<file path="config.mk">
export PLATFORM = sky130hd
export DESIGN_NAME = counter_step_sequencer
export DESIGN_NICKNAME = d
export VERILOG_FILES = /design/src/rtl/counter_ctrl_pkg.sv /design/src/rtl/counter_step_debounce.sv /design/src/rtl/counter_step_sequencer.sv
export SDC_FILE = /design/constraint.sdc
export NUM_CORES = 1
export LEC_CHECK = 0
export ABC_AREA = 0
export CAP_MARGIN = 20
export CORE_MARGIN = 2
export CORE_UTILIZATION = 65
export CTS_BUF_LIST = sky130_fd_sc_hd__clkbuf_8 sky130_fd_sc_hd__clkbuf_16
export CTS_CLUSTER_SIZE = 25
export DETAILED_ROUTE_END_ITERATION = 16
export GPL_ROUTABILITY_DRIVEN = 0
export PLACE_DENSITY_LB_ADDON = 0.25
export SLEW_MARGIN = 20
export SYNTH_ARGS = -nofsm -noshare
export SYNTH_HDL_FRONTEND = slang
export SYNTH_SLANG_ARGS = --single-unit
</file>
<file path="constraint.sdc">
create_clock -name CLK -period 7.7 [get_ports CLK]
set_clock_uncertainty 0.2 [all_clocks]
set_input_delay 2.31 -clock CLK [delete_from_list [all_inputs] [get_ports CLK]]
set_output_delay 2.31 -clock CLK [all_outputs]
set_load 0.05 [all_outputs]
</file>
<file path="src/rtl/counter_ctrl_pkg.sv">
// Shared definitions for the ring/Johnson counter step controller.
package counter_ctrl_pkg;

  // Width of the issued-step counter.
  localparam int unsigned CNT_W = 4;

  // Step mode encodings on the Mode input; 2'b11 behaves as manual.
  localparam logic [1:0] MODE_MANUAL = 2'b00;
  localparam logic [1:0] MODE_AUTO   = 2'b01;
  localparam logic [1:0] MODE_BURST  = 2'b10;

  // Sequencer FSM states.
  typedef enum logic [1:0] {
    ST_IDLE      = 2'b00,
    ST_AUTO_RUN  = 2'b01,
    ST_BURST_RUN = 2'b10
  } state_t;

endpackage

</file>
<file path="src/rtl/counter_step_debounce.sv">
// Synchronizes and debounces a raw button, emitting a one-cycle pulse on
// each debounced press (0->1). Releases produce nothing.
module counter_step_debounce #(
  parameter int unsigned DEBOUNCE_CYCLES = 500000
) (
  input  logic clk,
  input  logic rst,
  input  logic din,
  output logic press
);

  localparam int unsigned CW = $clog2(DEBOUNCE_CYCLES);
  localparam logic [CW-1:0] LAST = CW'(DEBOUNCE_CYCLES - 1);

  logic          sync1;
  logic          sync2;
  logic          level;
  logic          level_q;
  logic [CW-1:0] cnt;

  // Two-flop synchronizer for the asynchronous button.
  always_ff @(posedge clk or posedge rst) begin
    if (rst) begin
      sync1 <= 1'b0;
      sync2 <= 1'b0;
    end else begin
      sync1 <= din;
      sync2 <= sync1;
    end
  end

  // Level flips only after DEBOUNCE_CYCLES consecutive disagreeing cycles.
  always_ff @(posedge clk or posedge rst) begin
    if (rst) begin
      level   <= 1'b0;
      level_q <= 1'b0;
      cnt     <= '0;
    end else begin
      level_q <= level;
      if (sync2 != level) begin
        if (cnt == LAST) begin
          level <= sync2;
          cnt   <= '0;
        end else begin
          cnt <= cnt + CW'(1);
        end
      end else begin
        cnt <= '0;
      end
    end
  end

  assign press = level & ~level_q;

endmodule

</file>
<file path="src/rtl/counter_step_sequencer.sv">
// Step controller for the ring/Johnson counter pair: debounced manual steps,
// auto free-run and fixed-length burst stepping, clear and complement control.
module counter_step_sequencer
  import counter_ctrl_pkg::*;
#(
  parameter int unsigned DEBOUNCE_CYCLES = 500000,
  parameter int unsigned AUTO_PERIOD     = 50000000,
  parameter int unsigned BURST_LEN       = 8
) (
  input  logic             CLK,
  input  logic             Reset,
  input  logic             BTN,
  input  logic             ClearBtn,
  input  logic [1:0]       Mode,
  input  logic             ComplementReq,
  output logic             Step,
  output logic             Clear,
  output logic             Complement,
  output logic [CNT_W-1:0] StepCount,
  output logic             Busy
);

  localparam int unsigned   PW       = $clog2(AUTO_PERIOD);
  localparam logic [PW-1:0] PLAST    = PW'(AUTO_PERIOD - 1);
  localparam logic [CNT_W-1:0] REM_LOAD = CNT_W'(BURST_LEN - 1);

  logic             step_press;
  logic             clr_press;
  logic [1:0]       mode_m, mode_s;
  logic             comp_m, comp_s;
  state_t           state_q, state_d;
  logic [PW-1:0]    presc_q, presc_d;
  logic [CNT_W-1:0] rem_q, rem_d;
  logic             step_d;

  counter_step_debounce #(.DEBOUNCE_CYCLES(DEBOUNCE_CYCLES)) u_btn_db (
    .clk   (CLK),
    .rst   (Reset),
    .din   (BTN),
    .press (step_press)
  );

  counter_step_debounce #(.DEBOUNCE_CYCLES(DEBOUNCE_CYCLES)) u_clr_db (
    .clk   (CLK),
    .rst   (Reset),
    .din   (ClearBtn),
    .press (clr_press)
  );

  // Two-flop synchronizers for the mode and complement switches.
  always_ff @(posedge CLK or posedge Reset) begin
    if (Reset) begin
      mode_m <= '0;
      mode_s <= '0;
      comp_m <= 1'b0;
      comp_s <= 1'b0;
    end else begin
      mode_m <= Mode;
      mode_s <= mode_m;
      comp_m <= ComplementReq;
      comp_s <= comp_m;
    end
  end

  // Next-state, prescaler, burst count and step decision.
  always_comb begin
    state_d = state_q;
    presc_d = presc_q;
    rem_d   = rem_q;
    step_d  = 1'b0;
    case (state_q)
      ST_IDLE: begin
        if (mode_s == MODE_AUTO) begin
          state_d = ST_AUTO_RUN;
          presc_d = '0;
        end else if (mode_s == MODE_BURST) begin
          if (step_press) begin
            state_d = ST_BURST_RUN;
            step_d  = 1'b1;
            rem_d   = REM_LOAD;
            presc_d = '0;
          end
        end else begin
          step_d = step_press;
        end
      end
      ST_AUTO_RUN: begin
        if (mode_s != MODE_AUTO) begin
          state_d = ST_IDLE;
          presc_d = '0;
        end else if (presc_q == PLAST) begin
          step_d  = 1'b1;
          presc_d = '0;
        end else begin
          presc_d = presc_q + PW'(1);
        end
      end
      ST_BURST_RUN: begin
        // Leaving on rem_q==0 keeps Busy high through the last step cycle.
        if (mode_s != MODE_BURST || rem_q == '0) begin
          state_d = ST_IDLE;
        end else if (presc_q == PLAST) begin
          step_d  = 1'b1;
          presc_d = '0;
          rem_d   = rem_q - CNT_W'(1);
        end else begin
          presc_d = presc_q + PW'(1);
        end
      end
      default: state_d = ST_IDLE;
    endcase
    // Clear wins over everything, including a coincident step.
    if (clr_press) begin
      state_d = ST_IDLE;
      step_d  = 1'b0;
      rem_d   = '0;
      presc_d = '0;
    end
  end

  // FSM, prescaler and burst count registers.
  always_ff @(posedge CLK or posedge Reset) begin
    if (Reset) begin
      state_q <= ST_IDLE;
      presc_q <= '0;
      rem_q   <= '0;
    end else begin
      state_q <= state_d;
      presc_q <= presc_d;
      rem_q   <= rem_d;
    end
  end

  // Registered counter controls; complement only changes on step/clear.
  always_ff @(posedge CLK or posedge Reset) begin
    if (Reset) begin
      Step       <= 1'b0;
      Clear      <= 1'b0;
      Complement <= 1'b0;
      StepCount  <= '0;
    end else begin
      Step  <= step_d;
      Clear <= clr_press;
      if (step_d || clr_press) Complement <= comp_s;
      if (clr_press)   StepCount <= '0;
      else if (step_d) StepCount <= StepCount + CNT_W'(1);
    end
  end

  assign Busy = (state_q != ST_IDLE);

endmodule

</file>
==> summary.md, run 1 <==
| Metric | Value |
|---|---|
| Power Density | `216 nW/µm²` |
| Post_cts resized | `0` |
| Number of remaining DRC errors | `0` |
| DP Wirelength | `roughly 6000 µm` |
| Nets@finish | `504` |
| Grt total ovfl | `0` |
| Core Rows | `30` |
| Sum Neg Setup Slack | `0 ps` |
| Hold path depth | `0` |
| Total Wirelength | `8770 µm` |
| Synthesis-to-layout area growth | `9.04%` |
| Clock power share | `31.0%` |
| Number of synthesized flops with an enable pin | `0` |
| Clock slew at reported path FFs | `about 90 ps` |
| Leading post-synthesis cells by cell area | `dfrtp_1 49%, nor2_1 5.0%, xnor2_1 3.6%` |
| Placed cells | `571` |
| Core area | `6830 µm²` |
| Crit path kind | `reg2out` |
| Worst hold path type | `reg2reg` |
| Average vias per placed instance | `6.05` |
| TritonCTS clock tree | `yes` |
| Switch share | `between 30% and 40%` |
| Final hold violation count | `0` |
| DR iter-0 viols | `181` |
| Combinational share of power | `about a fifth` |
| Most frequent cells after synthesis | `91 x dfrtp_1, 61 x nor2_1, 32 x nand2_1` |
| First-pass GRT wire length | `15200 µm` |
| CP required | `5190 ps` |
| Synth unique cells | `57` |
| Startpoint Class | `flop` |
| Worst EP arrival | `roughly 2100 ps` |
| Initial Util | `67.5%` |
| Worst-margin pin slew | `approximately 900 ps` |
| Number of endpoints failing setup at the final stage | `0` |
| # clock sinks | `91` |
| Maximum achievable frequency | `218 MHz` |
| Htree depth | `3` |
| Mapped Area | `4610 µm²` |
| I/O pin count | `15` |
| Unrepaired setup endpoints after global routing | `false` |
| Max Cap Viol | `0` |
| Final min period | `4590 ps` |
| Die Wd | `88.2 µm` |
| Status | `finished clean` |
| Hold-fix buffers, CTS | `0` |
| Fraction of registers with async set/reset | `100%` |
| Final worst path period share | `between 50% and 60%` |
| Seq pwr share | `between 40% and 50%` |
| Sequential fraction of the synthesis area | `49.4%` |
| Top cell type's share of synthesized area | `49.4%` |
| Int Pwr | `just over 0.0007 W` |
| All-Layer GR Usage | `24.6%` |
| Die area | `just under 8000 µm²` |
| Hold WS | `158 ps` |
| FF+latch count, synth | `91` |
| Die Y | `88.2 µm` |
| Layout Cells excl Fill | `587` |
| Root Buffer | `clkbuf_8` |
| NetSw | `between 0.0003 and 0.0004 W` |
| Antenna Cells | `0` |
| Port Buf Inserts | `14` |
| Syn Nets | `492` |
| CP max FO | `5` |
| Final slew viol count | `0` |
| Max VDD drop | `0.119 mV` |
| Leakage | `around 2.1 nW` |
| Initial antenna violation count | `0` |
| Largest net degree at the start of global routing | `57` |
| Headroom to the max-slew limit | `about two fifths` |
| Share of cells above drive strength 1 | `6.92%` |
| Largest area contributor in the netlist | `dfrtp_1` |
| First-pass DRT Iterations | `5` |
| Mapped Cells | `474` |
| Primary FF master, synth | `dfrtp_1` |
| Crit. End Element | `output port` |
| Skew-Pair Late Insertion Delay | `approximately 350 ps` |
| Postcts setup bufs | `0` |
| Worst reg-to-reg path cell count | `7` |
| Synth Warn # | `0` |
| Via count | `3550` |
| Count leader, synth | `dfrtp_1` |
| Syn Area/Cell | `9.72 µm²` |
| Num CTS Buffers | `9` |
| Vias in the first global route | `between 3000 and 4000` |
| WL/cell | `14.9 µm` |
| Clock buffer depth | `2` |
| Routed Antenna Nets | `0` |
==> worst max-delay path, cell delays in order (launching register included) <==
cell	delay [ps]
dfrtp_1	440
inv_1	100
ha_1	280
inv_1	110
clkdlybuf4s50_1	800
==> final timing paths <==
check | end | slack [ps] | startpoint
setup / recovery | Busy | 3110 | state_q[0]$_DFFE_PP0P_
hold / removal | mode_s[1]$_DFF_PP0_ | 160 | mode_m[1]$_DFF_PP0_
setup reg to reg | presc_q[0]$_DFFE_PP0P_ | 4450 | rem_q[0]$_DFFE_PP0P_
hold reg to reg | mode_s[1]$_DFF_PP0_ | 160 | mode_m[1]$_DFF_PP0_
max in group asynchronous | u_clr_db.cnt[3]$_DFF_PP0_ | 4120 | Reset
min in group asynchronous | presc_q[17]$_DFFE_PP0P_ | 2120 | Reset
==> power by group through the flow <==
stage / Sequential (W) / Clock (W) / Combinational, W
2_1_floorplan: 0.000523 / 0 / 0.000179
3_3_place_gp: 0.000525 / 0 / 0.000216
3_5_place_dp: 0.000527 / 0 / 0.000227
4_1_cts: 0.000518 / 0.000339 / 0.000227
5_1_grt: 0.000522 / 0.000363 / 0.000256
6_report: 0.000519 / 0.000336 / 0.000230
==> per-layer routing <==
layer	track usage, %	share of wire [%]	up-vias
met5	0	0	-
met4	9.92	1.2	0
met3	3.17	3.4	10
met2	39.6	48	68
met1	34.1	47	1755
li1	-	-	1717
==> final cells by class <==
type,count,area [µm²]
flip-flops and latches,91,2280
multi-input cells,346,2190
fillers,473,1810
repair buffers,15,148
clock buffers,9,124
well taps,96,120
inverters,23,87.6
clock inverters,7,81.3
==> flip-flops by register name, summed over array words and instances (netlist names), 2 cells and up <==
register	count
StepCount	4
mode_m	2
mode_s	2
presc_q	26
rem_q	4
state_q	2
u_btn_db.cnt	19
u_clr_db.cnt	19
==> cell usage in the layout (no fill, tap or decap), types with 4 or more instances in the layout <==
cell,count
a22o_1,7
nand2_1,32
inv_1,22
xnor2_1,19
o31ai_1,4
nor2b_1,5
nand2b_1,4
nand4_1,15
nand3_1,29
o41ai_1,5
or4_1,8
nor3_1,13
a21oi_1,22
and4_1,5
clkbuf_8,9
nor2_1,61
ha_1,11
and3_1,6
xor2_1,19
nor4_1,9
clkdlybuf4s50_1,14
and2_1,7
o21ai_0,19
dfrtp_1,91
==> metrics by stage <==
step	worst slack (ps)	power, W	area (µm²)	util (%)
after floorplan	2830	0.000702	4610	-
after global placement	3600	0.000741	4820	70.6
after detailed placement	3530	0.000754	4820	70.6
after CTS	3140	0.00108	5030	73.6
after global routing	3040	0.00114	5030	73.6
final	3110	0.00108	5030	73.6
==> logic make-up after synthesis <==
| group | count (synthesis) | synth area share [%] |
|---|---|---|
| compound gates | 80 | 12.2 |
| xor+xnor | 38 | 7.22 |
| fa+ha+maj | 11 | 2.99 |
| buf+inv | 37 | 3.12 |
| flops | 91 | 49.4 |
| mux | 4 | 0.950 |
| simple gates | 213 | 24.1 |
No activity file was read; power rests on OpenSTA's default activity.
==> run 2: changes to the inputs <==
Settings changed: CORE_UTILIZATION 65 to 61.
Clock period 7.7 ns to 4.4 ns, I/O delays scaled along.
==> summary.md, run 2 (same netlist as run 1, synthesis figures left out) <==
| Metric | Value |
|---|---|
| Grt total ovfl | `0 (unchanged)` |
| Crit. End Element | `output port (unchanged)` |
| Clock buffer depth | `2 (unchanged)` |
| Final hold violation count | `0 (unchanged)` |
| First-pass GRT wire length | `15800 µm (was 15200 µm)` |
| WL/cell | `15.3 µm (was 14.9 µm)` |
| Leakage | `2.13 nW (was 2.09 nW)` |
| Top reg by flops | `presc_q (unchanged)` |
| Crit-path max cell delay | `820 ps (was 800 ps)` |
| Max Cap Viol | `0 (unchanged)` |
| Power Density | `393 nW/µm² (was 216 nW/µm²)` |
| Antenna Cells | `0 (unchanged)` |
| CP max FO | `5 (unchanged)` |
| Initial Util | `63.2% (was 67.5%)` |
| Maximum achievable frequency | `approximately 280 MHz` |
| I/O pin count | `15 (unchanged)` |
| Final worst path period share | `82.1%` |
| Nets@finish | `505 (was 504)` |
| Worst Setup SP | `state_q[0]$_DFFE_PP0P_ (unchanged)` |
| Buf/Inv on CP | `3 (unchanged)` |
| Via count | `3542 (was 3550)` |
| CP delay by family, top | `buffers and inverters (unchanged)` |
| Top Registers | `presc_q: 26 flops, u_btn_db.cnt: 19 flops, u_clr_db.cnt: 19 flops (unchanged)` |
| Post_cts resized | `0 (unchanged)` |
| HP Start | `comp_m$_DFF_PP0_ (was mode_m[1]$_DFF_PP0_)` |
| Total Wirelength | `9020 µm (was 8770 µm)` |
| Number of remaining DRC errors | `0 (unchanged)` |
| Status | `finished clean (unchanged)` |
| CP required | `2880 ps (was 5190 ps)` |
| Final instance area | `5090 µm² (was 5030 µm²)` |
| Cell repeated most along the worst path | `inv_1 (unchanged)` |
| Crit path kind | `reg2out (unchanged)` |
| Core area | `7290 µm² (was 6830 µm²)` |
| Hold-fix buffers, CTS | `0 (unchanged)` |
| Cell Chain, Critical Path | `inv_1, ha_1, inv_1, clkdlybuf4s50_1 (unchanged)` |
| Largest net degree at the start of global routing | `62 (was 57)` |
| Average vias per placed instance | `5.99 (was 6.05)` |
| Placed inst area | `4840 µm² (was 4820 µm²)` |
| Die Wd | `90.9 µm (was 88.2 µm)` |
| Vias in the first global route | `3453 (was 3358)` |
| Routed Antenna Nets | `0 (unchanged)` |
| Synthesis-to-layout area growth | `10.5% (was 9.04%)` |
| DP Wirelength | `6010 µm (was 6000 µm)` |
| Port Buf Inserts | `14 (unchanged)` |
| All-Layer GR Usage | `23.2% (was 24.6%)` |
| Die area | `8270 µm² (was 7780 µm²)` |
| # clock sinks | `91 (unchanged)` |
| TritonCTS clock tree | `yes (unchanged)` |
| Commonest non-fill, non-tap cell in the layout | `dfrtp_1 (unchanged)` |
| Die Y | `90.9 µm (was 88.2 µm)` |
| Max VDD drop | `0.306 mV (was 0.119 mV)` |
| DR iter-0 viols | `277 (was 181)` |
| Core Rows | `31 (was 30)` |
| Root Buffer | `clkbuf_8 (unchanged)` |
| Sum Neg Setup Slack | `0 ps (unchanged)` |
| Final Util | `69.8% (was 73.6%)` |
| Final min period | `3610 ps` |
| Worst hold path type | `reg2reg (unchanged)` |
| Share of cells above drive strength 1 | `7.11% (was 6.92%)` |
| Setup slack, reg-to-reg | `1400 ps (was 4450 ps)` |
| Startpoint Class | `flop (unchanged)` |
| Htree depth | `3 (unchanged)` |
| Critical path's slowest cell | `clkdlybuf4s50_1 (unchanged)` |
| Postcts setup bufs | `0 (unchanged)` |
| Initial antenna violation count | `0 (unchanged)` |
| Unrepaired setup endpoints after global routing | `false (unchanged)` |
| Hold WS | `148 ps (was 158 ps)` |
| Skew-Pair Late Insertion Delay | `360 ps (was 350 ps)` |
| First-pass DRT Iterations | `4 (was 5)` |
| Num CTS Buffers | `9 (unchanged)` |
| Final slew viol count | `0 (unchanged)` |
| Worst r2r src | `rem_q[0]$_DFFE_PP0P_ (unchanged)` |
| Pwr Total | `0.00200 W (was 0.00108 W)` |
| Headroom to the max-slew limit | `42.5% (was 40.6%)` |
| Max FFs per register | `26 (unchanged)` |
| Worst EP arrival | `2090 ps (was 2080 ps)` |
| Most frequent cells in the layout | `91 x dfrtp_1, 61 x nor2_1, 32 x nand2_1 (unchanged)` |
| Number of endpoints failing setup at the final stage | `0 (unchanged)` |
| Clock slew at reported path FFs | `90 ps (about the same)` |
| Worst-margin pin slew | `863 ps (was 890 ps)` |
[run 2: changes by cell type in the layout (fill, tap and decap cells not counted)]
cell        before  now
bufinv_16        1    3
inv_6            2    1
clkinv_2         1    2
clkinvlp_4       3    0
clkinv_4         0    1
buf_12           0    1
[run 2: per-layer routing]
layer	part of all wire, %	vias up	track usage, %
met5	0	-	0
met4	1.1	0	5.18
met3	4.2	13	5.34
met2	49	88	38.5
met1	45	1724	31.4
li1	-	1717	-
[run 2: final cells by class]
cell class / count / area, µm²
timing repair buffer: 16 / 168
clock inverter: 7 / 124
sequential: 91 / 2280
fill: 572 / 2200
tap: 99 / 124
clock buffer: 9 / 124
multi-input combinational: 346 / 2190
inverter: 23 / 87.6
[run 2: report_power, final]
| part | switching [W] | internal, W |
|---|---|---|
| combinational | 0.000274 | 0.000132 |
| clock | 0.000304 | 0.000383 |
| sequential | 0.0000383 | 0.000871 |
| total | 0.000616 | 0.00139 |
[run 2: worst register-to-register path, cell delays in order (launching register included)]
cell	delay (ps)
dfrtp_1	420
inv_1	70
ha_1	180
or3b_2	520
a211oi_2	430
a21o_1	300
buf_4	290
nor2_1	160
mux2_2	330
[run 2: final timing paths]
kind                                             end  depth (start not counted)
max in group asynchronous       rem_q[1]$_DFFE_PP0P_                          3
setup / recovery                                Busy                          4
min in group asynchronous  u_btn_db.cnt[3]$_DFF_PP0_                          2
hold / removal                      comp_s$_DFF_PP0_                          0
hold reg to reg                     comp_s$_DFF_PP0_                          0
setup reg to reg              presc_q[0]$_DFFE_PP0P_                          8
[run 2: per-stage QoR]
stage                     setup WS, ps  std cells
final                              789        591
after global routing               692        591
after CTS                          788        591
after detailed placement          1210        575
after global placement            1270        575
after floorplan                    516        474
==> edit: new RTL, settings of run 1 <==
Re-encode `state_t` (3 states) as one-hot, 3 bits wide.
--- a/src/rtl/counter_ctrl_pkg.sv
+++ b/src/rtl/counter_ctrl_pkg.sv
@@ -10,10 +10,10 @@
   localparam logic [1:0] MODE_BURST  = 2'b10;
 
   // Sequencer FSM states.
-  typedef enum logic [1:0] {
-    ST_IDLE      = 2'b00,
-    ST_AUTO_RUN  = 2'b01,
-    ST_BURST_RUN = 2'b10
+  typedef enum logic [2:0] {
+    ST_IDLE      = 3'b001,
+    ST_AUTO_RUN  = 3'b010,
+    ST_BURST_RUN = 3'b100
   } state_t;
 
 endpackage
Behaviour: no difference found for any inputs over 10 cycles, from zero or initial values and one cycle with Reset high; not proved beyond that.
==> edit against run 1 <==
- synthesized cell count is 2.1% higher
- global-route usage is 0.95 points higher
- sequential cell count is 1 higher
- first-iteration DRC count is 13% higher
- fmax is 5.7% higher
- critical path depth is 1 lower
- via count is 1.3% higher
- final area is 1.4% higher
- wire length is 3.8% higher
- synthesized area is 2.2% higher
- worst setup slack better by 250 ps
- register-to-register slack better by 250 ps
Power is not compared: it rests on default switching activity, and its combinational part moved more than twofold at a synthesized area within 25%.
==> edit: results (changes against run 1) <==
Drt
  – Initial DRC count: 204 (+13%)
  – Via Count: 3597 (+1.3%)
  – First drt pass iteration count: 4 (-1)
  – # DRC: 0 (unchanged)
  – DRT met1 WL: 4200 um (+1.3%)
  – Average wire per standard cell: 15.3 um (+2.2%)
  – DRT Wirelength: 9110 um (+3.8%)
  – Met2 WL post-DR: 4500 um (+6.4%)
  – Routed length on met3: 275 um (-8.3%)

Clocking
  – Clk slew on worst S/H paths: 100 ps
  – CTS Buffer Depth: 2 (unchanged)
  – Later-pin clock latency in the skew report: 370 ps (+20 ps)

Worst setup path
  – Reg2reg setup slack: 4700 ps (+250 ps)
  – R2R Path End: presc_q[9]
  – Arr. time, crit path: 1830 ps (-250 ps)
  – CP startpoint: state_q[2]

Cells and area
  – FILL cells: 583 (+23%)
  – Share of cells above drive strength 1: 8.65% (+1.7 points)
  – Nets@finish: 506 (+0.40%)

Die
  – Area of the core: 7140 um^2 (+4.5%)

Synthesis
  – Post-Syn Nets: 498 (+1.2%)
  – Commonest cells in the netlist: dfrtp_1 (91), nor2_1 (63), nand2_1 (32), nand3_1 (27), o21ai_0 (27)
  – Synth Instances: 484 (+2.1%)
  – Synth area leaders: dfrtp_1 (48%), nor2_1 (5.0%), xnor2_1 (3.7%)
  – Synth cell types: 63 (+11%)
  – Register area share after synthesis: 48.9% (-0.51 points)

STA
  – Final Critical Period: 4340 ps (-248 ps)
  – Worst-Margin Slew: 832 ps (-58.6 ps)

Hold path
  – Hold path startpoint: comp_m

Status
  – Outcome: finished clean

Placement
  – Post-detail-place hpwl: 6150 um (+2.6%)
  – # placed instances: 580 (+1.6%)
  – Pre-CTS WS: 3640 ps (+109 ps)
  – I/O Buffers: 14 (unchanged)
  – Area after DPL: 4910 um^2 (+1.8%)

GRT
  – Global-route wire length before repair: 15800 um (+4.4%)
  – Global Route Usage Sum: 25.5% (+0.95 points)
  – Largest net degree at the start of global routing: 68 (+19%)
-- edit: cell types whose count changed after synthesis, sizes merged, moves of 7 or more --
| cell | change |
|---|---|
| or4 | -7 |
| nor3 | +9 |
| nor4b | +8 |
| a21o | +9 |
| a21oi | -17 |
| inv | -8 |
| o21ai | +9 |
-- edit: worst min-delay path by stage --
stage	to	slack (ps)	cells past startpoint
finish	comp_s	160	0
global route	mode_s[0]	180	0
CTS	u_clr_db.sync2	170	0
detailed placement	u_btn_db.sync2	140	0
global placement	comp_s	140	0
floorplan	comp_s	130	0
-- edit: layout make-up --
class	count	share of cell area, %
inverters	15	1.13
repair buffers	16	3.05
clock inverters	7	1.25
clock buffers	9	2.43
well taps	99	2.43
flip-flops and latches	92	45.2
multi-input cells	358	44.5
-- edit: worst max-delay path: stages, from the launching register on --
cell and delay (ps):
dfrtp_1 440, inv_1 120, nand3_1 80, clkdlybuf4s50_1 810
-- edit: logic make-up (layout without fill, tap and decap cells) --
group | after synthesis | count (layout) | share of synthesized area (%)
AO/OA/AOI/OAI | 79 | 79 | 11.7
multiplexers | 5 | 5 | 1.17
XOR/XNOR | 36 | 36 | 6.69
flip-flops | 92 | 92 | 48.9
AND/OR/NAND/NOR | 231 | 231 | 26.7
adder cells (fa/ha/maj) | 7 | 7 | 1.86
buffers and inverters | 34 | 47 | 2.97
-- edit: per-layer routing --
layer / GRT usage, % / vias up
met2: 42.2 / 66
li1: - / 1748
met3: 4.80 / 13
met1: 34.3 / 1770
met4: 8.14 / 0
met5: 0 / -
-- edit: stage by stage --
| stage | total power, uW | hold WS (ps) |
|---|---|---|
| 2_1_floorplan | 555 | 131 |
| 3_3_place_gp | 569 | 138 |
| 3_5_place_dp | 572 | 139 |
| 4_1_cts | 886 | 171 |
| 5_1_grt | 917 | 181 |
| 6_report | 880 | 162 |
-- edit: report_power, final --
| part | internal (uW) | switching [uW] |
|---|---|---|
| Combinational | 22.6 | 38.0 |
| Sequential | 494 | 8.24 |
| Clock | 125 | 192 |
